## src/rtl/instr_encoder_pkg.sv

```systemverilog
// Shared definitions for the MIPS instruction encoder and the decode path:
// instruction kinds, opcode values, field bit positions and encoder states.
package instr_encoder_pkg;

   // Descriptor kinds; codes 13-15 are illegal
   typedef enum logic [3:0] {
      KIND_RTYPE = 4'd0,
      KIND_J     = 4'd1,
      KIND_JAL   = 4'd2,
      KIND_BEQ   = 4'd3,
      KIND_BNE   = 4'd4,
      KIND_ADDI  = 4'd5,
      KIND_ADDIU = 4'd6,
      KIND_SLTI  = 4'd7,
      KIND_ANDI  = 4'd8,
      KIND_ORI   = 4'd9,
      KIND_COP0  = 4'd10,
      KIND_LW    = 4'd11,
      KIND_SW    = 4'd12
   } kind_e;

   // Primary opcode values (instr[31:26])
   localparam logic [5:0] OP_RTYPE = 6'b000000;
   localparam logic [5:0] OP_J     = 6'b000010;
   localparam logic [5:0] OP_JAL   = 6'b000011;
   localparam logic [5:0] OP_BEQ   = 6'b000100;
   localparam logic [5:0] OP_BNE   = 6'b000101;
   localparam logic [5:0] OP_ADDI  = 6'b001000;
   localparam logic [5:0] OP_ADDIU = 6'b001001;
   localparam logic [5:0] OP_SLTI  = 6'b001010;
   localparam logic [5:0] OP_ANDI  = 6'b001100;
   localparam logic [5:0] OP_ORI   = 6'b001101;
   localparam logic [5:0] OP_COP0  = 6'b010000;
   localparam logic [5:0] OP_LW    = 6'b100011;
   localparam logic [5:0] OP_SW    = 6'b101011;

   // Field positions and widths inside a 32-bit instruction word
   localparam int unsigned OP_LSB     = 26;
   localparam int unsigned OP_W       = 6;
   localparam int unsigned RS_LSB     = 21;
   localparam int unsigned RT_LSB     = 16;
   localparam int unsigned RD_LSB     = 11;
   localparam int unsigned SHAMT_LSB  = 6;
   localparam int unsigned REG_W      = 5;
   localparam int unsigned FUNCT_LSB  = 0;
   localparam int unsigned FUNCT_W    = 6;
   localparam int unsigned IMM_LSB    = 0;
   localparam int unsigned IMM_W      = 16;
   localparam int unsigned TARGET_LSB = 0;
   localparam int unsigned TARGET_W   = 26;

   // Encoder session states
   localparam logic [1:0] ST_IDLE = 2'd0;
   localparam logic [1:0] ST_LOAD = 2'd1;
   localparam logic [1:0] ST_FULL = 2'd2;

   // Raw instruction fields carried with a descriptor
   typedef struct packed {
      logic [4:0]  rs;
      logic [4:0]  rt;
      logic [4:0]  rd;
      logic [4:0]  shamt;
      logic [5:0]  funct;
      logic [15:0] imm;
      logic [25:0] target;
   } instr_fields_t;

   // Opcode for a kind; illegal kinds map to zero
   function automatic logic [5:0] opcode_of(input logic [3:0] kind);
      case (kind)
         KIND_RTYPE: return OP_RTYPE;
         KIND_J:     return OP_J;
         KIND_JAL:   return OP_JAL;
         KIND_BEQ:   return OP_BEQ;
         KIND_BNE:   return OP_BNE;
         KIND_ADDI:  return OP_ADDI;
         KIND_ADDIU: return OP_ADDIU;
         KIND_SLTI:  return OP_SLTI;
         KIND_ANDI:  return OP_ANDI;
         KIND_ORI:   return OP_ORI;
         KIND_COP0:  return OP_COP0;
         KIND_LW:    return OP_LW;
         KIND_SW:    return OP_SW;
         default:    return 6'b000000;
      endcase
   endfunction

endpackage

```

## src/rtl/instr_encoder_pack.sv

```systemverilog
// instr_pack: combinational packer from instruction kind plus raw fields to a
// 32-bit MIPS word, with an illegal-kind flag.
module instr_pack
   import instr_encoder_pkg::*;
(
   input  logic [3:0]    kind_i,
   input  instr_fields_t fields_i,
   output logic [31:0]   word_o,
   output logic          illegal_o
);

   logic [5:0] op;

   assign op = opcode_of(kind_i);

   // Place each field for the word format of the kind; unknown kinds give zero
   always_comb begin
      // NOTE: every output gets a default before the case so no path leaves it unassigned (no latch).
      word_o    = '0;
      illegal_o = 1'b0;
      case (kind_i)
         KIND_RTYPE: begin
            word_o[OP_LSB    +: OP_W]    = op;
            word_o[RS_LSB    +: REG_W]   = fields_i.rs;
            word_o[RT_LSB    +: REG_W]   = fields_i.rt;
            word_o[RD_LSB    +: REG_W]   = fields_i.rd;
            word_o[SHAMT_LSB +: REG_W]   = fields_i.shamt;
            word_o[FUNCT_LSB +: FUNCT_W] = fields_i.funct;
         end
         KIND_J, KIND_JAL: begin
            word_o[OP_LSB     +: OP_W]     = op;
            word_o[TARGET_LSB +: TARGET_W] = fields_i.target;
         end
         KIND_COP0: begin
            word_o[OP_LSB +: OP_W]  = op;
            word_o[RS_LSB +: REG_W] = fields_i.rs;
            word_o[RT_LSB +: REG_W] = fields_i.rt;
            word_o[RD_LSB +: REG_W] = fields_i.rd;
         end
         KIND_BEQ, KIND_BNE, KIND_ADDI, KIND_ADDIU, KIND_SLTI,
         KIND_ANDI, KIND_ORI, KIND_LW, KIND_SW: begin
            word_o[OP_LSB  +: OP_W]  = op;
            word_o[RS_LSB  +: REG_W] = fields_i.rs;
            word_o[RT_LSB  +: REG_W] = fields_i.rt;
            word_o[IMM_LSB +: IMM_W] = fields_i.imm;
         end
         default: illegal_o = 1'b1;
      endcase
   end

endmodule

```

## src/rtl/instr_encoder.sv

```systemverilog
// instr_encoder: accepts instruction descriptors over valid/ready, packs them
// into MIPS words and writes them sequentially into instruction memory.
// Optional feature macro: INSTR_ENC_CHECKSUM_EN enables the running XOR
// checksum of written words; otherwise the checksum port is tied to zero.
module instr_encoder
   import instr_encoder_pkg::*;
#(
   parameter int ADDR_W    = 10,
   parameter int BASE_ADDR = 0
)(
   input  logic              clk,
   input  logic              rst_n,
   input  logic              start,
   input  logic              finish,
   input  logic              in_valid,
   output logic              in_ready,
   input  logic [3:0]        in_kind,
   input  logic [4:0]        in_rs,
   input  logic [4:0]        in_rt,
   input  logic [4:0]        in_rd,
   input  logic [4:0]        in_shamt,
   input  logic [5:0]        in_funct,
   input  logic [15:0]       in_imm,
   input  logic [25:0]       in_target,
   output logic              mem_we,
   output logic [ADDR_W-1:0] mem_addr,
   output logic [31:0]       mem_wdata,
   output logic [ADDR_W:0]   count,
   output logic              busy,
   output logic              done,
   output logic              err,
   output logic [31:0]       checksum
);

   localparam int unsigned       DEPTH    = 2 ** ADDR_W;
   // Base address reduced modulo DEPTH
   localparam logic [ADDR_W-1:0] BASE_A   = ADDR_W'(BASE_ADDR);
   localparam logic [ADDR_W-1:0] ADDR_ONE = ADDR_W'(1);
   localparam logic [ADDR_W:0]   CNT_ONE  = (ADDR_W + 1)'(1);
   localparam logic [ADDR_W:0]   CNT_LAST = (ADDR_W + 1)'(DEPTH - 1);

   logic [1:0]        state_q, state_d;
   logic [ADDR_W-1:0] next_addr_q, next_addr_d;
   logic [ADDR_W:0]   count_q, count_d;
   logic              err_q, err_d;
   logic              we_q, we_d;
   logic [ADDR_W-1:0] addr_q, addr_d;
   logic [31:0]       wdata_q, wdata_d;
   logic              done_q, done_d;

   instr_fields_t     fields;
   logic [31:0]       word;
   logic              illegal;
   logic              accept;
   logic              write;

   assign fields = '{rs: in_rs, rt: in_rt, rd: in_rd, shamt: in_shamt,
                     funct: in_funct, imm: in_imm, target: in_target};

   instr_pack u_pack (
      .kind_i    (in_kind),
      .fields_i  (fields),
      .word_o    (word),
      .illegal_o (illegal)
   );

   // A beat offered alongside start/finish is not taken
   assign busy     = (state_q == ST_LOAD) || (state_q == ST_FULL);
   assign in_ready = (state_q == ST_LOAD) && !start && !finish;
   assign accept   = in_ready && in_valid;
   assign write    = accept && !illegal;

   // Next-state: write register, counters, error flag and session FSM
   always_comb begin
      state_d     = state_q;
      next_addr_d = next_addr_q;
      count_d     = count_q;
      err_d       = err_q;
      we_d        = write;
      addr_d      = addr_q;
      wdata_d     = wdata_q;
      done_d      = 1'b0;

      if (write) begin
         addr_d      = next_addr_q;
         wdata_d     = word;
         next_addr_d = next_addr_q + ADDR_ONE;
         count_d     = count_q + CNT_ONE;
      end
      if (accept && illegal) begin
         err_d = 1'b1;
      end

      case (state_q)
         ST_IDLE: ;
         ST_LOAD: if (write && (count_q == CNT_LAST)) state_d = ST_FULL;
         ST_FULL: ;
         default: state_d = ST_IDLE;
      endcase

      // start wins over finish and reopens a session from any state
      if (start) begin
         state_d     = ST_LOAD;
         next_addr_d = BASE_A;
         count_d     = '0;
         err_d       = 1'b0;
      end else if (finish && busy) begin
         state_d = ST_IDLE;
         done_d  = 1'b1;
      end
   end

   // State registers; reset aborts any session and drops a pending write
   always_ff @(posedge clk or negedge rst_n) begin
      // NOTE: sequential state uses non-blocking assignments so all registers update from pre-edge values.
      if (!rst_n) begin
         state_q     <= ST_IDLE;
         next_addr_q <= BASE_A;
         count_q     <= '0;
         err_q       <= 1'b0;
         we_q        <= 1'b0;
         addr_q      <= '0;
         wdata_q     <= '0;
         done_q      <= 1'b0;
      end else begin
         state_q     <= state_d;
         next_addr_q <= next_addr_d;
         count_q     <= count_d;
         err_q       <= err_d;
         we_q        <= we_d;
         addr_q      <= addr_d;
         wdata_q     <= wdata_d;
         done_q      <= done_d;
      end
   end

   assign mem_we    = we_q;
   assign mem_addr  = addr_q;
   assign mem_wdata = wdata_q;
   assign count     = count_q;
   assign done      = done_q;
   assign err       = err_q;

`ifdef INSTR_ENC_CHECKSUM_EN
   logic [31:0] checksum_q, checksum_d;

   // Fold each written word into the running XOR; start clears it
   always_comb begin
      checksum_d = checksum_q;
      if (write) checksum_d = checksum_q ^ word;
      if (start) checksum_d = '0;
   end

   // Checksum register
   always_ff @(posedge clk or negedge rst_n) begin
      if (!rst_n) checksum_q <= '0;
      else        checksum_q <= checksum_d;
   end

   assign checksum = checksum_q;
`else
   assign checksum = '0;
`endif

endmodule

```

## config.mk

```make
export PLATFORM = sky130hd
export DESIGN_NAME = instr_encoder
export DESIGN_NICKNAME = d
export VERILOG_FILES = /design/src/rtl/instr_encoder_pkg.sv /design/src/rtl/instr_encoder_pack.sv /design/src/rtl/instr_encoder.sv
export SDC_FILE = /design/constraint.sdc
export NUM_CORES = 1
export LEC_CHECK = 0
export CORE_MARGIN = 8
export CORE_UTILIZATION = 46
export CTS_CLUSTER_SIZE = 20
export DETAILED_ROUTE_END_ITERATION = 8
export PLACE_DENSITY = 0.93
export SETUP_SLACK_MARGIN = 0.5
export SLEW_MARGIN = 30
export SYNTH_ARGS = -nofsm -noshare
export SYNTH_HDL_FRONTEND = slang
export SYNTH_SLANG_ARGS = --single-unit
```

## constraint.sdc

```tcl
create_clock -name clk -period 5.62 [get_ports clk]
set_clock_uncertainty 0.15 [all_clocks]
set_input_delay 1.124 -clock clk [delete_from_list [all_inputs] [get_ports clk]]
set_output_delay 1.124 -clock clk [all_outputs]
set_load 0.01 [all_outputs]
```

==> flow_summary.toml <==
[grt]
grt_pass1_wl_um = 16900
grt_max_degree = 69
grt_usage = 0.182
grt_pass1_vias = 3575
antenna_found_initial = 0
grt-ovfl-total = 0

[setup_path]
crit_arrival_ns = 4.03
r2r_cells = 7
critical_path.startpoint_type = "input pin"
critical_path_class = "input pin to register"
cp_max_fo = 52
crit_required_ns = 5.73
crit_path_end_kind = "register"

[yosys]
yosys.area.top_type = "dfrtp_1"
syn_inst = 410
synth_top_family_by_area = "simple AND/OR/NAND/NOR gates"
syn_area_um2 = 3860
synthTopCellsByArea = "dfrtp_1 (44%), buf_4 (6.8%), nand2_1 (6.6%)"
synth_top_area_frac = 0.441
ys_types = 55
synth_enable_flop_cells = 0
async_reset_ff_frac = 1.00
synth_seq_cells = 68
synth_fa_ha_area_frac = 0.0357
ys.flop_type = "dfrtp_1"
synthMuxAreaShare = 0.0350
synth_simple_gate_area_share = 0.200
avgSynthCellArea_um2 = 9.41
synth_xor_xnor_area_share = 0.00908
synth_compound_area_frac = 0.179
yosys_warnings = 0
ys_seq_area_frac = 0.441

[layout]
final_area_um2 = 5350
syn_to_final_growth_pct = 38.6
final_core_util = 0.654
layout_common_cells = "clkdlybuf4s50_1 (133), nand2_1 (68), dfrtp_1 (68), nor2_1 (38), conb_1 (32)"
layout-drive-gt1-share = 0.0866
final_common_cell = "clkdlybuf4s50_1"
nets = 626
fillers = 669
diodes = 0

[min_path]
holdPathStages = 2
hold_path_class = "register to register"

[floorplanning]
dieWidth_um = 108
start_util = 0.472
core-area_um2 = 8180
io_pins = 167
die_h_um = 108
die-area_um2 = 11600
rows = 33

[sta]
post-route-period-util = 0.698
tns_ns = 0
slew_violations = 0
finalSetupViolations = 0
hold_violations = 0
slew_headroom = 0.452
rsz0062_at_grt = "no"
hold_ws_ns = 0.320
worstMarginPinSlew_ns = 0.823
fmax_mhz = 255
fin_crit_ns = 3.93

[route]
wl_per_cell_um = 16.2
antenna_left = 0
wl_um = 10500
drc = 0
avgViaCountPerCell = 5.21
via_count = 3379
drt_iter0_markers = 106
firstDrtPassIters = 4

[power]
powerDensity_nw_per_um2 = 261
vdd_ir_drop_max_mv = 0.157
leakagePower_nw = 2.36
power_mw = 1.39

[cts]
cts_max_level = 3
clk_pin_slew_worst_paths_ns = 0.07
insertion_delay_ns = 0.34
tritoncts = "done"
cts_setup_buffers = 0
hold_buffers = 0
clock_sinks = 68
clockBufferDepth = 2
cts_root_buf = "clkbuf_8"
cts_resized = 0
cts_buffers = 9

[place]
io_buffers = 134
placed_cell_area_um2 = 5150
routabilityCongestion = 0.840
dp_hpwl_um = 8130

[job]
cap_violations = 0

[status]
status = "finished, final reports clean"
[per-layer routing]
metal	vias up	share of wire	global-route usage
met1	1617	0.37	0.196
met5	-	0	0
met2	132	0.53	0.320
li1	1621	-	-
met3	9	0.089	0.0713
met4	0	0.011	0.0535
[cells by family after synthesis]
| kind of cell | after synthesis |
|---|---|
| AND/OR/NAND/NOR | 162 |
| XOR/XNOR | 4 |
| other | 1 |
| AO/OA/AOI/OAI | 89 |
| multiplexers | 13 |
| buffers and inverters | 62 |
| adder cells (fa/ha/maj) | 11 |
| flip-flops | 68 |
[worst max-delay path, stage by stage]
cell,delay [ns]
clkdlybuf4s50_1,0.96
nor4b_1,0.64
a2111oi_4,0.13
o31ai_4,0.28
buf_4,0.51
o31ai_1,0.20
a21oi_1,0.17
[final timing paths]
| path | start | endpoint | slack, ns |
|---|---|---|---|
| worst max-delay path | in_kind[3] | next_addr_q[8] | 1.69 |
| worst min-delay path | mem_wdata[31] | mem_wdata[31] | 0.32 |
| worst max register to register | state_q[1] | next_addr_q[8] | 3.15 |
| worst min register to register | mem_wdata[31] | mem_wdata[31] | 0.32 |
| max in group asynchronous | rst_n | mem_wdata[27] | 3.97 |
| min in group asynchronous | rst_n | mem_addr[0] | 0.81 |
[state kept, by name (all words and copies together) (netlist names)]
| signal | flops |
|---|---|
| mem_wdata | 32 |
| mem_we | 1 |
| next_addr_q | 10 |
| mem_addr | 10 |
| err | 1 |
| state_q | 2 |
| count | 11 |
| done | 1 |
[per-stage QoR]
| stage | cells | setup slack [ns] |
|---|---|---|
| 5_1_grt | 648 | 1.52 |
| 6_report | 648 | 1.69 |
| 3_5_place_dp | 632 | 1.41 |
| 2_1_floorplan | 441 | 2.40 |
| 4_1_cts | 648 | 1.72 |
| 3_3_place_gp | 631 | 1.56 |
[area by class of cell]
| class | count | area, um2 | area share |
|---|---|---|---|
| flip-flops and latches | 68 | 1700 | 0.318 |
| clock buffers | 10 | 138 | 0.0257 |
| multi-input cells | 311 | 1900 | 0.355 |
| well taps | 105 | 131 | 0.0246 |
| inverters | 8 | 30.0 | 0.00562 |
| clock inverters | 6 | 63.8 | 0.0119 |
| repair buffers | 140 | 1390 | 0.259 |
[cells in the mapped netlist, types with 2 or more instances]
| master | instances |
|---|---|
| a221oi_2 | 9 |
| nand2_1 | 68 |
| o31ai_1 | 3 |
| buf_1 | 2 |
| o21ai_0 | 23 |
| nand2b_1 | 11 |
| nand4b_1 | 2 |
| nor2b_1 | 5 |
| nand3b_1 | 4 |
| buf_2 | 8 |
| inv_1 | 7 |
| nor2_1 | 38 |
| mux2i_1 | 9 |
| a22o_1 | 11 |
| and3_1 | 2 |
| xnor2_1 | 4 |
| a22oi_1 | 5 |
| nand3_1 | 12 |
| buf_4 | 35 |
| clkbuf_1 | 8 |
| ha_1 | 11 |
| a31oi_1 | 5 |
| nor3_1 | 4 |
| a311oi_1 | 2 |
| mux2_2 | 4 |
| nor3b_1 | 3 |
| or3_1 | 2 |
| dfrtp_1 | 68 |
| nand4_1 | 2 |
| a21oi_1 | 18 |
[report_power, final]
part | internal (mW) | switching (mW)
Combinational | 0.213 | 0.182
Sequential | 0.556 | 0.0395
Clock | 0.216 | 0.187
(Power assumes the default switching activity.)
